$ cat config.mk
export PLATFORM = sky130hd
export DESIGN_NAME = prefetch_queue
export DESIGN_NICKNAME = d
export VERILOG_FILES = /design/src/rtl/cpu_pkg.sv /design/src/rtl/pfq_fifo.sv /design/src/rtl/prefetch_queue.sv
export SDC_FILE = /design/constraint.sdc
export NUM_CORES = 1
export LEC_CHECK = 0
export CAP_MARGIN = 20
export CORE_MARGIN = 2
export CORE_UTILIZATION = 61
export CTS_CLUSTER_SIZE = 20
export DETAILED_ROUTE_END_ITERATION = 10
export PLACE_DENSITY = 0.86
export SKIP_LAST_GASP = 1
export SYNTH_ARGS = -nofsm -noshare
export SYNTH_HDL_FRONTEND = slang
export SYNTH_SLANG_ARGS = --single-unit
$ cat constraint.sdc
create_clock -name i_clk -period 5.49 [get_ports i_clk]
set_clock_uncertainty 0.15 [all_clocks]
set_input_delay 1.098 -clock i_clk [delete_from_list [all_inputs] [get_ports i_clk]]
set_output_delay 1.098 -clock i_clk [all_outputs]
set_load 0.01 [all_outputs]
$ cat src/rtl/cpu_pkg.sv
// rtl/cpu_pkg.sv - shared CPU front-end constants and prefetch FSM state type
package cpu_pkg;
    localparam int INSTR_W = 32;
    localparam int PC_STEP = 4;

    typedef enum logic [1:0] {
        ST_IDLE = 2'd0,
        ST_WAIT = 2'd1,
        ST_DROP = 2'd2
    } pfq_state_t;
endpackage

$ cat src/rtl/pfq_fifo.sv
// rtl/pfq_fifo.sv - synchronous FIFO holding {instruction, address} prefetch entries
module pfq_fifo #(
    parameter int DEPTH = 4,
    parameter int WIDTH = 64,
    localparam int PW = $clog2(DEPTH),
    localparam int CW = PW + 1
) (
    input  logic             i_clk,
    input  logic             i_reset,
    input  logic             i_push,
    input  logic [WIDTH-1:0] i_push_data,
    input  logic             i_pop,
    input  logic             i_flush,
    output logic [WIDTH-1:0] o_head_data,
    output logic [CW-1:0]    o_count,
    output logic             o_empty
);
    logic [WIDTH-1:0] r_mem [DEPTH];
    logic [PW-1:0]    r_head;
    logic [PW-1:0]    r_tail;
    logic [CW-1:0]    r_count;
    logic             w_pop;

    // Popping an empty FIFO is a no-op rather than an underflow.
    assign w_pop = i_pop && (r_count != '0);

    always_ff @(posedge i_clk or posedge i_reset) begin
        if (i_reset) begin
            r_head  <= '0;
            r_tail  <= '0;
            r_count <= '0;
        end else if (i_flush) begin
            r_head  <= r_tail;
            r_count <= '0;
        end else begin
            if (i_push) r_tail <= r_tail + PW'(1);
            if (w_pop)  r_head <= r_head + PW'(1);
            case ({i_push, w_pop})
                2'b10:   r_count <= r_count + CW'(1);
                2'b01:   r_count <= r_count - CW'(1);
                default: r_count <= r_count;
            endcase
        end
    end

    always_ff @(posedge i_clk) begin
        if (i_push && !i_flush) r_mem[r_tail] <= i_push_data;
    end

    assign o_head_data = r_mem[r_head];
    assign o_count     = r_count;
    assign o_empty     = (r_count == '0);
endmodule

$ cat src/rtl/prefetch_queue.sv
// rtl/prefetch_queue.sv - sequential instruction prefetcher with redirect flush
module prefetch_queue import cpu_pkg::*; #(
    parameter int DEPTH  = 4,
    parameter int ADDR_W = 32
) (
    input  logic               i_clk,
    input  logic               i_reset,
    input  logic               i_redirect,
    input  logic [ADDR_W-1:0]  i_redirect_pc,
    input  logic               i_consume,
    output logic [INSTR_W-1:0] o_prefetch,
    output logic [ADDR_W-1:0]  o_prefetch_pc,
    output logic               o_prefetch_valid,
    output logic               o_mem_req,
    output logic [ADDR_W-1:0]  o_mem_addr,
    input  logic               i_mem_ack,
    input  logic [INSTR_W-1:0] i_mem_rdata
);
    localparam int                CW       = $clog2(DEPTH) + 1;
    localparam logic [CW-1:0]     FULL_CNT = CW'(DEPTH);
    localparam logic [CW-1:0]     LAST_CNT = CW'(DEPTH - 1);
    localparam logic [ADDR_W-1:0] STEP     = ADDR_W'(PC_STEP);
    localparam logic [ADDR_W-1:0] ALIGN    = ~ADDR_W'(3);

    pfq_state_t                r_state;
    pfq_state_t                w_state_nxt;
    logic [ADDR_W-1:0]         r_fa;
    logic [ADDR_W-1:0]         w_fa_nxt;
    logic                      r_mem_req;
    logic                      w_req_nxt;
    logic [ADDR_W-1:0]         r_mem_addr;
    logic [ADDR_W-1:0]         w_addr_nxt;
    logic                      w_push;
    logic                      w_pop;
    logic                      w_ack;
    logic                      w_stop;
    logic [CW-1:0]             w_count;
    logic                      w_empty;
    logic [INSTR_W+ADDR_W-1:0] w_head;

    assign w_ack = i_mem_ack && r_mem_req;
    assign w_pop = i_consume && !i_redirect && !w_empty;
    // Stop streaming when this write fills the last free slot.
    assign w_stop = (w_count == LAST_CNT) && !w_pop;

    always_ff @(posedge i_clk or posedge i_reset) begin
        if (i_reset) r_state <= ST_IDLE;
        else         r_state <= w_state_nxt;
    end

    always_comb begin
        w_state_nxt = r_state;
        case (r_state)
            ST_IDLE: if (!i_redirect && (w_count != FULL_CNT)) w_state_nxt = ST_WAIT;
            ST_WAIT: begin
                if (i_redirect)          w_state_nxt = w_ack ? ST_IDLE : ST_DROP;
                else if (w_ack && w_stop) w_state_nxt = ST_IDLE;
            end
            ST_DROP: if (w_ack) w_state_nxt = ST_IDLE;
            default: w_state_nxt = ST_IDLE;
        endcase
    end

    always_comb begin
        w_req_nxt  = r_mem_req;
        w_addr_nxt = r_mem_addr;
        w_fa_nxt   = r_fa;
        w_push     = 1'b0;
        case (r_state)
            ST_IDLE: begin
                if (!i_redirect && (w_count != FULL_CNT)) begin
                    w_req_nxt  = 1'b1;
                    w_addr_nxt = r_fa;
                end
            end
            ST_WAIT: begin
                if (i_redirect) begin
                    if (w_ack) w_req_nxt = 1'b0;
                end else if (w_ack) begin
                    w_push   = 1'b1;
                    w_fa_nxt = r_mem_addr + STEP;
                    if (w_stop) w_req_nxt  = 1'b0;
                    else        w_addr_nxt = r_mem_addr + STEP;
                end
            end
            ST_DROP: if (w_ack) w_req_nxt = 1'b0;
            default: w_req_nxt = 1'b0;
        endcase
        if (i_redirect) w_fa_nxt = i_redirect_pc & ALIGN;
    end

    always_ff @(posedge i_clk or posedge i_reset) begin
        if (i_reset) begin
            r_fa       <= '0;
            r_mem_req  <= 1'b0;
            r_mem_addr <= '0;
        end else begin
            r_fa       <= w_fa_nxt;
            r_mem_req  <= w_req_nxt;
            r_mem_addr <= w_addr_nxt;
        end
    end

    pfq_fifo #(
        .DEPTH (DEPTH),
        .WIDTH (INSTR_W + ADDR_W)
    ) u_fifo (
        .i_clk       (i_clk),
        .i_reset     (i_reset),
        .i_push      (w_push),
        .i_push_data ({i_mem_rdata, r_mem_addr}),
        .i_pop       (w_pop),
        .i_flush     (i_redirect),
        .o_head_data (w_head),
        .o_count     (w_count),
        .o_empty     (w_empty)
    );

    assign o_mem_req        = r_mem_req;
    assign o_mem_addr       = r_mem_addr;
    assign o_prefetch_valid = !w_empty;
    assign o_prefetch       = w_empty ? '0 : w_head[ADDR_W +: INSTR_W];
    assign o_prefetch_pc    = w_empty ? r_fa : w_head[ADDR_W-1:0];
endmodule

Word level (Yosys, flattened, before mapping)
Memories as Yosys holds them, arrays and structs flattened.
Index checks and enable logic that the tools add are counted.
W data, S select, Z words.
{"block": "word_totals", "inputBits": 69, "wordCells": 83, "mem_count": 1, "ramBits": 256, "regBits": 74}
{"memory": "u_fifo.r_mem", "depth": 4, "word_bits": 64, "read_ports": 1, "rd_ports_with_merged_regs": 0, "wr": 1, "line": "pfq_fifo.sv:18", "source": "logic [WIDTH-1:0] r_mem [DEPTH];"}
{"block": "classes", "eq_ne": 14, "n_bitwise": 1, "n_reduce_logical": 24, "addsub": 5, "n_mux": 31}
{"cell": "$mux W32", "count": 9}
{"cell": "$pmux W32 S2", "count": 1}
{"cell": "$add A32 B3 Y32 const B", "count": 1}
{"cell": "$mux W2", "count": 7}
{"cell": "$ne A3 B3 Y1 const B", "count": 4}
{"cell": "$mux W1", "count": 10}
{"cell": "$ne A2 B2 Y1 const B", "count": 5}
{"cell": "$logic_and A1 B1 Y1", "count": 8}
{"cell": "$reduce_bool A2 Y1", "count": 4}
{"cell": "$pmux W2 S3", "count": 1}
{"cell": "$pmux W3 S2", "count": 1}
{"cell": "$reduce_and A3 Y1", "count": 2}
{"cell": "$reduce_bool A3 Y1", "count": 2}
{"cell": "$reduce_and A5 Y1", "count": 1}
{"cell": "$add A2 B1 Y2 const B", "count": 2}
{"cell": "$eq A2 B1 Y1 const B", "count": 2}
{"cell": "$eq A2 B2 Y1 const B", "count": 2}
{"cell": "$reduce_and A2 Y1", "count": 2}
{"cell": "$add A3 B1 Y3 const B", "count": 1}
{"cell": "$eq A3 B2 Y1 const B", "count": 1}
{"cell": "$logic_not A1 Y1", "count": 3}
{"cell": "$logic_not A3 Y1", "count": 1}
{"cell": "$mux W3", "count": 1}
{"cell": "$pmux W1 S3", "count": 1}
{"cell": "other kinds (3)", "count": 3}

Longest topological paths before layout
{"block": "logic_depth", "depth_word": 9, "depth_mapped": 9}

By module
Synthesis repeated with hierarchy kept, for this count alone.
{"block": "unflattened", "cells_unflattened": 903, "area_unflattened_um2": 14269.9}
{"mod": "pfq_fifo", "area_each_um2": 9738.1, "n_inst": 1, "seq_area_each_um2": 7862.5, "cells_each": 388}
{"mod": "prefetch_queue", "area_each_um2": 4531.8, "n_inst": 1, "seq_area_each_um2": 1676.6, "cells_each": 515}

Worst setup path before layout
Ideal clock, no wire load.
{"block": "synth_path", "path_kind": "input port to flip-flop", "startpoint": "in i_mem_ack", "endpoint": "mem u_fifo.r_mem[0][0], enable pin", "t_required_ps": 4911, "cell_stages": 4, "path_slack_ps": 1616, "setup_ps": 429, "n_path_buf": 2, "arrival_ps": 3295, "path_cell_list": "and4b_1 clkbuf_1 clkbuf_1 and3_1"}
{"block": "synth_via", "elab_chain_len": 7}
{"item": "from (decl)", "line": "prefetch_queue.sv:16", "source": "input logic i_mem_ack,"}
{"item": "$logic_and A1 B1 Y1", "line": "prefetch_queue.sv:41", "source": "assign w_ack = i_mem_ack && r_mem_req;"}
{"item": "$mux W1", "line": "prefetch_queue.sv:79", "source": "end else if (w_ack) begin"}
{"item": "$mux W1", "line": "prefetch_queue.sv:77", "source": "if (i_redirect) begin"}
{"item": "$mux W1", "line": "prefetch_queue.sv:69", "source": "case (r_state)"}
{"item": "$logic_and A1 B1 Y1", "line": "pfq_fifo.sv:47", "source": "if (i_push && !i_flush) r_mem[r_tail] <= i_push_data;"}
{"item": "$mux W1", "line": "pfq_fifo.sv:47"}
{"item": "$mux W1 (not written as such)", "line": "pfq_fifo.sv:47"}
{"item": "to (decl)", "line": "pfq_fifo.sv:18"}
No other way between the ends.

Final worst setup path
{"block": "layout_path", "startpoint": "reg u_fifo.r_count[2] (netlist: u_fifo.o_count[2])", "endpoint": "out o_prefetch_pc[17]"}
{"block": "layout_via", "elab_chain_len": 2}
{"item": "from (decl)", "line": "pfq_fifo.sv:21", "source": "logic [CW-1:0] r_count;"}
{"item": "from (signal assigned)", "line": "pfq_fifo.sv:39", "source": "2'b10: r_count <= r_count + CW'(1);"}
{"item": "from (signal assigned)", "line": "pfq_fifo.sv:40", "source": "2'b01: r_count <= r_count - CW'(1);"}
{"item": "from (signal assigned)", "line": "pfq_fifo.sv:41", "source": "default: r_count <= r_count;"}
{"item": "$logic_not A3 Y1", "line": "pfq_fifo.sv:52", "source": "assign o_empty = (r_count == '0);"}
{"item": "$mux W32", "line": "prefetch_queue.sv:123", "source": "assign o_prefetch_pc = w_empty ? r_fa : w_head[ADDR_W-1:0];"}
{"item": "to (decl)", "line": "prefetch_queue.sv:12", "source": "output logic [ADDR_W-1:0] o_prefetch_pc,"}
No other way between the ends.

==> metrics.md <==
| Metric | Value |
|---|---|
| Outcome | complete, no violations |
| Multi-input combinational cell area | 0.00467 mm² |
| Mapped cell area | roughly 0.015 mm² |
| Final nets | roughly 1,200 |
| Global-route wire length before repair | approximately 50,000 µm |
| Synth Warn # | 0 |
| H-tree levels | 2 |
| CTS tree | built |
| Actual slew at the worst max-slew pin | between 1 and 1.5 ns |
| Cell taking the most area after synthesis | edfxtp_1 |
| Syn_nets | roughly 1,000 |
| Critical path fanouts, max | 42 |
| P_leak | roughly 6.0 nW |
| Num rows | 56 |
| Routability cong. | 0.864 |
| Global route overflow | 0 |
| Synth top area cells | edfxtp_1 (53%), dfrtp_1 (13%), mux4_2 (9.9%), mux2_2 (2.4%), nand3_1 (1.5%) |
| Die H | ~160 µm |
| RSZ-0062 raised after global routing | no |
| WP data arrival | 3.20 ns |
| Sequential share of the synthesized area | 0.656 |
| Via density per instance | between 6 and 7 |
| WL/cell | approximately 23 µm |
| # fillers | roughly 1,400 |
| Seq. cell area | about 0.0095 mm² |
| Final Hold Viols | 0 |
| Total negative setup slack | 0 ns |
| Hold buffers post-CTS | 0 |
| Syn Area/Cell | around 15 µm² |
| Area grow syn2layout | 20.8% |
| Fin. max-slew vios | 0 |
| CP Buf/Inv Count | 2 |
| Drt total wl | 33,500 µm |
| Root Buffer | clkbuf_16 |
| Critical path's top delay family | buffers and inverters |
| Largest net degree at the start of global routing | 75 |
| Yosys cell types | 69 |
| Fmax | 0.225 GHz |
| Post-detail-place hpwl | 20,200 µm |
| Initial Utilization | 0.620 |
| # setup viols final | 0 |
| Pwr Total | between 9 and 10 mW |
| Die X | about 160 µm |
| Max-cap violations | 0 |
| CP Class | reg -> out |
| Pre-antenna DRT Iters | 5 |
| Post-CTS setup buffers | 0 |
| Gr usage total | 0.270 |
| Num Clock Sinks | 330 |
| Vias in the first global route | about 9,500 |
| Cell area power density | 532 mW/mm² |
| Post-route DRC | 0 |
| Core Area | between 0.02 and 0.025 mm² |
| Post-DRT Antenna Nets | 0 |
| Clock latency on the worst-skew pair | roughly 0.50 ns |
| N_diodes | 0 |
| Yosys reg bits | between 300 and 400 |
| Initial antenna violation count | 0 |
| Final period utilization | 0.810 |
| PostCTS Resize Cnt | 0 |
| CP Capture Type | output pin |
| Post-synth EDFFs | about 260 |
| Maximum clock insertion buffer count | 3 |
| Max incr delay on CP | approximately 0.84 ns |
| CTS Buf Count | 35 |
| Via count | 9,400 |
| IO Count | 167 |
| Die area | about 0.025 mm² |
| PortBufs | 164 |
| Min cycle time layout | roughly 4.4 ns |
| Mapped Cells | between 900 and 1,000 |
| DRT iter0 DRCs | ~1,100 |
| Worst slew margin | 0.333 |
| Async SR Flop Fraction | 0.224 |
| Yosys top cell area share | 0.528 |
| CP cell instances | or3_2, buf_4, mux2_2, clkdlybuf4s50_1 |
| CTS clk-pin slew, worst paths | roughly 0.060 ns |
| Worst EP required | between 4 and 5 ns |
| Worst path slowest cell | or3_2 |
| Layout cells sized above 1 | 0.161 |
| Post-synth top flop | edfxtp_1 |
| Hold crit path type | reg -> reg |
| CP startpoint kind | flip-flop |
| VDD IR max | 0.399 mV |
-- final cells by class --
cell class	instances	share of cell area
clock buffer	50	0.0560
clock inverter	11	0.00456
inverter	10	0.00214
multi-input combinational	544	0.266
sequential	330	0.543
tap	319	0.0227
timing repair buffer	190	0.106
-- worst paths after layout --
path                              startpoint           endpoint  slack [ns]  depth (start not counted)
min reg2reg                          r_fa[0]      o_mem_addr[0]        0.40                          2
min                                  r_fa[0]      o_mem_addr[0]        0.40                          2
max in group asynchronous            i_reset   u_fifo.r_head[0]        3.36                          3
max                        u_fifo.o_count[2]  o_prefetch_pc[17]        1.04                          4
max reg2reg                       r_state[1]     o_mem_addr[15]        2.60                          5
min in group asynchronous            i_reset           r_fa[22]        1.05                          3
-- through the flow --
step                setup slack (ns)  area, µm²   util  instances  hold slack, ns
CTS                             1.02      17600  0.748       1453           0.394
global route                   0.896      17600  0.748       1454           0.450
floorplan                       1.62      14500      -        962           0.307
global placement                1.59      16500  0.703       1392           0.369
finish                          1.04      17600  0.748       1454           0.396
detailed placement              1.55      16500  0.703       1392           0.380
-- state kept, by name (all words and copies together) (netlist names) --
register and cells:
u_fifo.r_mem 256, o_mem_addr 32, r_fa 32, u_fifo.o_count 3, r_state 2, u_fifo.r_head 2
u_fifo.r_tail 2, o_mem_req 1
-- report_power, final --
group	switching, mW	internal (mW)	total [mW]
Clock	0.902	1.29	2.19
Combinational	1.58	1.85	3.43
Sequential	0.619	3.10	3.72
Total	3.10	6.24	9.34
-- synth_stat cells (3+ instances only) --
| master | instances |
|---|---|
| a211oi_1 | 4 |
| a21o_1 | 3 |
| a21oi_1 | 28 |
| a22oi_1 | 10 |
| a311oi_1 | 3 |
| a31oi_1 | 7 |
| a32oi_1 | 4 |
| and2_1 | 35 |
| and3_1 | 23 |
| buf_1 | 6 |
| buf_2 | 11 |
| clkbuf_1 | 59 |
| dfrtp_1 | 74 |
| edfxtp_1 | 256 |
| ha_1 | 5 |
| inv_1 | 9 |
| mux2_2 | 31 |
| mux2i_1 | 6 |
| mux4_2 | 64 |
| nand2_1 | 52 |
| nand3_1 | 45 |
| nand3b_1 | 3 |
| nand4_1 | 21 |
| nor2_1 | 19 |
| nor3_1 | 27 |
| nor3b_1 | 4 |
| nor4_1 | 4 |
| o2111ai_1 | 9 |
| o211ai_1 | 19 |
| o21ai_0 | 24 |
| o22ai_1 | 14 |
| o2bb2a_1 | 5 |
| o2bb2ai_1 | 6 |
| or3_1 | 6 |
| or4_1 | 5 |
| xnor2_1 | 10 |
| xor2_1 | 5 |
-- per-layer routing --
metal / routed length (µm) / global-route usage / up-vias
met5: 0 / 0 / -
met4: 887 / 0.0849 / 0
met3: 2560 / 0.0484 / 87
li1: - / - / 4135
met1: 13500 / 0.372 / 4713
met2: 16500 / 0.445 / 465
-- cell usage in the layout (no fill, tap or decap), types with 10 or more instances in the layout --
cell | synthesis | final
and2_1 | 35 | 35
nand3_1 | 45 | 45
clkbuf_1 | 59 | 11
nand4_1 | 21 | 21
dfrtp_1 | 74 | 72
o22ai_1 | 14 | 14
nor3_1 | 27 | 27
a21oi_1 | 28 | 28
o21ai_0 | 24 | 24
edfxtp_1 | 256 | 256
buf_4 | 2 | 24
nand2_1 | 52 | 52
clkdlybuf4s50_1 | 0 | 163
mux2_2 | 31 | 31
mux4_2 | 64 | 64
and3_1 | 23 | 19
nor2_1 | 19 | 19
xnor2_1 | 10 | 10
clkbuf_16 | 0 | 36
o211ai_1 | 19 | 19
a22oi_1 | 10 | 10
-- worst min-delay path, stage by stage (launching register included) --
cell,delay [ns]
dfrtp_1,0.39
nand2_1,0.06
nand2_1,0.06
-- cell families after synthesis --
group	synth area share
AOI/OAI and AO/OA	0.0799
buffers and inverters	0.0242
xor gates and xnor gates	0.00903
DFF	0.656
adders and majority gates	0.00568
and+or+nand+nor	0.0983
muxes	0.127
Power figures use the tool's default switching activity.
